[src/rtl/program_sequencer_ctrl.sv]
// Program-flow controller: reset hold sequence, pm_addr/pc generation, jumps and run/halt/step debug.
// Optional breakpoint comparator enabled by defining PROG_SEQ_BREAKPOINT_EN.
`timescale 1ns/1ps

module program_sequencer_ctrl #(
    parameter int unsigned RESET_HOLD_CYCLES = 4,
    parameter logic [7:0]  START_ADDR        = 8'h00
) (
    input  logic       clk,
    input  logic       reset_n,
    input  logic       jmp,
    input  logic       jmp_nz,
    input  logic [3:0] jmp_addr,
    input  logic       dont_jmp,
    input  logic       run_req,
    input  logic       halt_req,
    input  logic       step_req,
    output logic [7:0] pm_addr,
    output logic [7:0] pc,
    output logic       sync_reset,
    output logic       hold,
    output logic       halted,
    output logic       step_ack
`ifdef PROG_SEQ_BREAKPOINT_EN
    ,
    input  logic       bp_en,
    input  logic [7:0] bp_addr,
    output logic       bp_hit
`endif
);

    typedef enum logic [1:0] {
        ST_RST,
        ST_RUN,
        ST_HALT,
        ST_STEP
    } state_t;

    localparam logic [3:0] HOLD_LAST = 4'(RESET_HOLD_CYCLES - 1);

    state_t     state;
    state_t     state_nxt;
    logic [3:0] hold_cnt;
    logic [3:0] hold_cnt_nxt;
    logic [7:0] run_addr;

`ifdef PROG_SEQ_BREAKPOINT_EN
    logic bp_now;
    logic bp_sticky;
`endif

    // Address the core fetches when executing (RUN or STEP).
    always_comb begin
        if (jmp || (jmp_nz && !dont_jmp)) begin
            run_addr = {pc[7:4], jmp_addr};
        end else begin
            run_addr = pc + 8'd1;
        end
    end

    always_comb begin
        state_nxt    = state;
        hold_cnt_nxt = hold_cnt;
        pm_addr      = pc;
        sync_reset   = 1'b0;
        hold         = 1'b0;
        halted       = 1'b0;
        step_ack     = 1'b0;
`ifdef PROG_SEQ_BREAKPOINT_EN
        bp_now       = 1'b0;
`endif
        case (state)
            ST_RST: begin
                pm_addr      = START_ADDR;
                sync_reset   = 1'b1;
                hold         = 1'b1;
                hold_cnt_nxt = hold_cnt + 4'd1;
                if (hold_cnt == HOLD_LAST) begin
                    state_nxt    = ST_RUN;
                    hold_cnt_nxt = '0;
                end
            end
            ST_RUN: begin
                pm_addr = run_addr;
                if (halt_req) begin
                    state_nxt = ST_HALT;
                end
`ifdef PROG_SEQ_BREAKPOINT_EN
                // pc takes pm_addr on the edge, so it lands exactly on bp_addr.
                if (bp_en && (run_addr == bp_addr)) begin
                    bp_now    = 1'b1;
                    state_nxt = ST_HALT;
                end
`endif
            end
            ST_HALT: begin
                hold   = 1'b1;
                halted = 1'b1;
                if (run_req) begin
                    state_nxt = ST_RUN;
                end else if (step_req) begin
                    state_nxt = ST_STEP;
                end
            end
            ST_STEP: begin
                pm_addr   = run_addr;
                step_ack  = 1'b1;
                state_nxt = ST_HALT;
            end
            default: begin
                state_nxt = ST_RST;
            end
        endcase
    end

    always_ff @(posedge clk or negedge reset_n) begin
        if (!reset_n) begin
            state    <= ST_RST;
            hold_cnt <= '0;
            pc       <= START_ADDR;
        end else begin
            state    <= state_nxt;
            hold_cnt <= hold_cnt_nxt;
            pc       <= pm_addr;
        end
    end

`ifdef PROG_SEQ_BREAKPOINT_EN
    always_ff @(posedge clk or negedge reset_n) begin
        if (!reset_n) begin
            bp_sticky <= 1'b0;
        end else if ((state == ST_HALT) && run_req) begin
            bp_sticky <= 1'b0;
        end else if (bp_now) begin
            bp_sticky <= 1'b1;
        end
    end

    assign bp_hit = bp_sticky | bp_now;
`endif

endmodule

[config.mk]
export PLATFORM = sky130hd
export DESIGN_NAME = program_sequencer_ctrl
export DESIGN_NICKNAME = d
export VERILOG_FILES = /design/src/rtl/program_sequencer_ctrl.sv
export SDC_FILE = /design/constraint.sdc
export NUM_CORES = 1
export LEC_CHECK = 0
export BUFFER_PORTS_ARGS = -buffer_cell sky130_fd_sc_hd__buf_4
export CAP_MARGIN = 20
export CORE_UTILIZATION = 40
export DETAILED_ROUTE_END_ITERATION = 10
export PLACE_DENSITY_LB_ADDON = 0.2
export SLEW_MARGIN = 10
export SYNTH_ARGS = -nofsm -noshare
export SYNTH_HDL_FRONTEND = slang
export SYNTH_SLANG_ARGS = --single-unit
[constraint.sdc]
create_clock -name clk -period 1.75 [get_ports clk]
set_input_delay 0.175 -clock clk [delete_from_list [all_inputs] [get_ports clk]]
set_output_delay 0.175 -clock clk [all_outputs]
set_load 0.01 [all_outputs]
== Word level (Yosys, flattened, before mapping) ==
Cells that the tools add are included.

* Register bits: 14
* Bits of input ports: 12
* Output and inout port bits: 20
* Word-level logic and storage cells: 31

* Add/sub/neg operators: 2
* Equal/unequal tests: 7
* Mux-type cells: 12
* Reductions and logical operators: 7

{| class="wikitable"
|+ Operator list
! operator !! number
|-
| 8-bit one-hot mux with 2 select lines || 1
|-
| 8-bit by 1-bit adder with 8-bit output, second input constant || 1
|-
| 2-bit two-way mux || 4
|-
| 8-bit two-way mux || 1
|-
| 2-bit one-hot mux with 4 select lines || 1
|-
| 4-bit by 1-bit adder with 4-bit output, second input constant || 1
|-
| 2-bit == test, second input constant || 2
|-
| 4-bit by 2-bit == test with 1-bit output, second input constant || 1
|-
| 1-bit two-way mux || 4
|-
| 4-bit two-way mux || 1
|-
| 2-bit inequality test, second input constant || 2
|-
| 2-bit OR reduction || 2
|-
| 3-bit inequality test, second input constant || 1
|-
| 3-bit AND reduction || 1
|-
| 2-bit by 1-bit == test with 1-bit output, second input constant || 1
|-
| 2-bit logical NOT || 1
|-
| 1-bit logical AND || 1
|-
| 1-bit logical NOT || 1
|-
| 1-bit logical OR || 1
|}

== Logic depth before layout (Yosys ltp) ==
* Depth after elaboration: 5
* Mapped depth: 6
* Mapped depth without buffers: 5

== Worst setup path after synthesis ==
OpenSTA, ideal clock, no wires.

* Path type: flip-flop to flip-flop
* Start: register state[0]
* End: register pc[7]
* Setup time: 0.182 ns
* Arrival: 1.531 ns
* Data required time: 1.568 ns
* Setup slack: 0.037 ns
* Stages on the path, launching flop included: 5
* Path buffers: 1
* Period minus slack after synthesis: 1.713 ns
* Cells stage by stage: dfrtp_1 -> inv_2 -> or3_1 -> buf_6 -> o41ai_1

* Longest elaborated chain between the ends: 3
* Elaborated cells between the ends (all ways): 5
* Classes of those cells: 2 x eq/ne; 1 x mux; 2 x reduce/logical

{| class="wikitable"
|+ RTL lines
! item !! line !! text
|-
| start: declaration || 41 || <nowiki>state_t state;</nowiki>
|-
| start signal: assignment || 122 || <nowiki>state <= state_nxt;</nowiki>
|-
| 2-bit by 1-bit == test with 1-bit output / 2-bit == test (equally long branches) || 72 || <nowiki>case (state)</nowiki>
|-
| 2-bit OR reduction (no source line) || -- ||
|-
| 8-bit one-hot mux with 2 select lines * || 72 ||
|-
| net pm_addr[7] || 18 || <nowiki>output logic [7:0] pm_addr,</nowiki>
|-
| end signal: assignment || 124 || <nowiki>pc <= pm_addr;</nowiki>
|-
| end: declaration || 19 || <nowiki>output logic [7:0] pc,</nowiki>
|}

The timed path passes the listed nets; every way through them passes the cells marked *.
A chain may end at the register's enable or synchronous reset.

== Final worst setup path ==
* Start: register state[0]
* End: output pm_addr[2]

* Longest elaborated chain between the ends: 3
* Elaborated cells between the ends (all ways): 5
* Classes of those cells: 2 x eq/ne; 1 x mux; 2 x reduce/logical

{| class="wikitable"
|+ RTL lines
! item !! line
|-
| 2-bit by 1-bit == test with 1-bit output / 2-bit == test (equally long branches) || 72
|-
| 2-bit OR reduction (no source line) || --
|-
| 8-bit one-hot mux with 2 select lines * || 72
|-
| end: declaration || 18
|}

Mark *: on every way between the ends. The rest lies on a longest branch, timed or not.

==> results.py <==
metrics = {
    "route": {
        "first_pass_iters": 4,
        "ant_nets": 0,
        "post_drt_via_cell_ratio": 5.14,
        "wl_per_cell_um": 13.6,
        "route.vias.total": 709,
        "routed_wl_um": 1870,
        "drc": 0,
        "drt-initial-drc-count": 7,
    },
    "sta": {
        "fin_crit_sh_pct": 111,
        "skew_ns": 0.0141,
        "slew_violations": 0,
        "setup_viol": 6,
        "relSlewSlack_pct": 68.5,
        "finalHoldViolCount": 0,
        "setup_slack_ns": -0.186,
        "clock.fmax_mhz": 516,
        "fin_crit_ns": 1.94,
        "worst_pin_slew_ns": 0.471,
        "rsz0062_at_grt": "true",
    },
    "clocking": {
        "cts_tree": "built",
        "clk_pin_slew_ns": 0.09,
        "clk_path_buf_depth": 2,
        "cts.sinks": 14,
        "clk_latency_ns": 0.29,
        "root_buffer": "clkbuf_4",
        "cts_buffers": 3,
        "h-tree-depth": 1,
    },
    "placed_design": {
        "routabilityCongestion": 0.767,
        "port_buffers": 31,
        "placed_area_um2": 996,
        "hpwl_um": 1310,
        "placed_cells": 128,
    },
    "logic_synthesis": {
        "synth_area_um2": 724,
        "ys_ff_latch": 14,
        "ys_seq_area_share_pct": 48.4,
        "synth_warnings": 0,
        "yosys.area_share.simple_pct": 17.8,
        "synth_cell_types": 29,
        "syn_area_per_cell_um2": 10.2,
        "synth_compound_area_share_pct": 18.0,
        "synth_cells": 71,
        "syn_nets": 85,
        "synth_top_family_by_area": "compound AO/OA/AOI/OAI gates",
        "synth_xor_area_share_pct": 1.21,
        "synthMuxAreaShare_pct": 7.08,
        "synth_adder_area_share_pct": 3.45,
    },
    "finish": {
        "nets": 128,
        "area_growth_pct": 59.8,
        "mostFrequentLayoutCell": "buf_4",
        "antenna_cells": 0,
        "fin_util_pct": 67.8,
        "fin_cells": 138,
        "final_cell_area_mm2": 0.00116,
        "final_layout_size_suffix_gt1_share_pct": 52.2,
        "final_cell_mix": "37 x buf_4, 14 x dfrtp_1, 7 x nand2_1, 4 x nand3_1, 4 x mux2i_1",
    },
    "run_status": {
        "violations": "setup timing",
        "status": "finished with violations",
    },
    "grt": {
        "grt-ovfl-total": 0,
        "grt_pass1_wl_um": 3020,
        "grt_util_all_layers_pct": 21.3,
        "grt_max_degree": 15,
        "grt_antenna_before_repair": 0,
        "grt_pass1_vias": 679,
    },
    "power_and_ir_drop": {
        "power.ir.vdd_worst_uv": 830,
        "power.leakage_nw": 0.573,
        "p_per_area_mw_per_mm2": 1320,
        "power_w": 0.00153,
    },
    "floorplan": {
        "die-width_um": 44.6,
        "fp.dieArea_mm2": 0.00199,
        "die_y_um": 44.6,
        "core-area_mm2": 0.00171,
        "initial_utilization_pct": 42.4,
        "pin_count": 32,
        "row_count": 15,
    },
    "setup_path": {
        "slowest_delay_ns": 0.40,
        "crit_chain": "inv_2 > or3_4 > buf_6 > buf_12 > o21ai_2 > o2bb2ai_1 > buf_4",
        "crit_arrival_ns": 1.76,
        "cp-end-kind": "output port",
        "regToRegStartpoint": "state[0]",
        "slowest_stage": "or3_4",
        "start_kind": "flip-flop",
        "required_ns": 1.57,
        "path_class": "reg2out",
        "path_max_fanout": 5,
        "startpoint": "state[0]",
        "rrSetupSlack_ns": 0.19,
    },
    "job": {
        "max_cap_viol_count": 0,
    },
    "hold_path": {
        "hp-start": "halt_req",
        "min_path_type": "in2reg",
    },
}
==> flip-flops by register name, summed over array words and instances (netlist names) <==
register and flops:
state 2, pc 8, hold_cnt 4
==> cell families (layout without fill, tap and decap cells) <==
group	after synthesis	in the layout
AO/OA/AOI/OAI	18	18
AND/OR/NAND/NOR	25	25
flip-flops	14	14
adder cells (fa/ha/maj)	2	2
multiplexers	5	5
XOR/XNOR	1	1
buffers and inverters	6	48
==> final cells by class <==
cell class / instances / area [µm²]
Sequential cell: 14 / 350
Clock buffer: 4 / 36.3
Timing Repair Buffer: 40 / 319
Tap cell: 25 / 31.3
Inverter: 4 / 15.0
Fill cell: 138 / 551
Multi-Input combinational cell: 51 / 405
==> timing repair <==
| item | 4_1_cts | 5_1_grt |
|---|---|---|
| setup buffers | 2 | 3 |
| endpoints found under the hold margin | 14 | 0 |
| resized for setup | 11 | 4 |
| pin swaps | 3 | 2 |
| hold buffers | 1 | 0 |
| setup endpoints to repair | 6 | 8 |
==> report_power, final <==
group	switching, W	total [W]	internal [W]	leakage [nW]
registers	0.0000796	0.000486	0.000407	0.185
clock network	0.000108	0.000234	0.000127	0.0210
logic	0.000398	0.000806	0.000408	0.367
total	0.000585	0.00153	0.000941	0.573
==> per-stage QoR <==
step / setup TNS (ns) / worst slack [ns] / hold slack, ns
floorplan: 0 / 0.0375 / -0.121
global placement: 0 / 0.105 / 0.0333
detailed placement: 0 / 0.0141 / 0.0377
CTS: -0.718 / -0.157 / 0.0512
global route: -1.57 / -0.288 / 0.0550
finish: -0.960 / -0.186 / 0.0558
==> synthesized netlist by cell type <==
master	count	area (µm²)
buf_6	1	11.3
or3_1	1	6.26
o311ai_1	2	17.5
o31ai_1	3	22.5
o221ai_1	1	8.76
mux2i_1	4	40.0
o21ai_1	2	10.0
o22ai_1	1	6.26
clkbuf_1	1	3.75
nand2_1	8	30.0
nor2_1	2	7.51
nand4_1	1	6.26
o211ai_1	2	15.0
and3_1	1	6.26
dfrtp_1	14	350
and2_2	1	7.51
nor2b_1	3	18.8
o2bb2ai_1	2	17.5
xnor2_1	1	8.76
nor3b_1	1	7.51
nand3_1	4	20.0
mux2_2	1	11.3
o41ai_1	2	17.5
o21ai_0	3	15.0
ha_1	2	25.0
or2_1	1	6.26
inv_1	2	7.51
nand2b_1	2	12.5
inv_2	2	7.51
==> worst paths after layout <==
path                               end  depth (start not counted)
max in group asynchronous  hold_cnt[2]                          2
max                         pm_addr[2]                          7
min reg2reg                hold_cnt[3]                          1
min                           state[0]                          2
max reg2reg                      pc[4]                          6
min in group asynchronous        pc[3]                          2
==> critical path: cells and delay by family (launching register included) <==
family / cells / cell delay (ns)
flops: 1 / 0.37
simple gates: 1 / 0.40
buf+inv: 4 / 0.46
compound gates: 2 / 0.24
==> per-layer routing <==
metal  part of all wire, %  GRT usage (%)  vias to the layer above
met4                  0.80           5.45                        0
met5                     0              0                        -
met2                    49           39.1                       29
met3                   5.9           6.12                        2
met1                    44           24.0                      329
li1                      -              -                      349
Note: power is estimated with default switching activity, not from simulation.
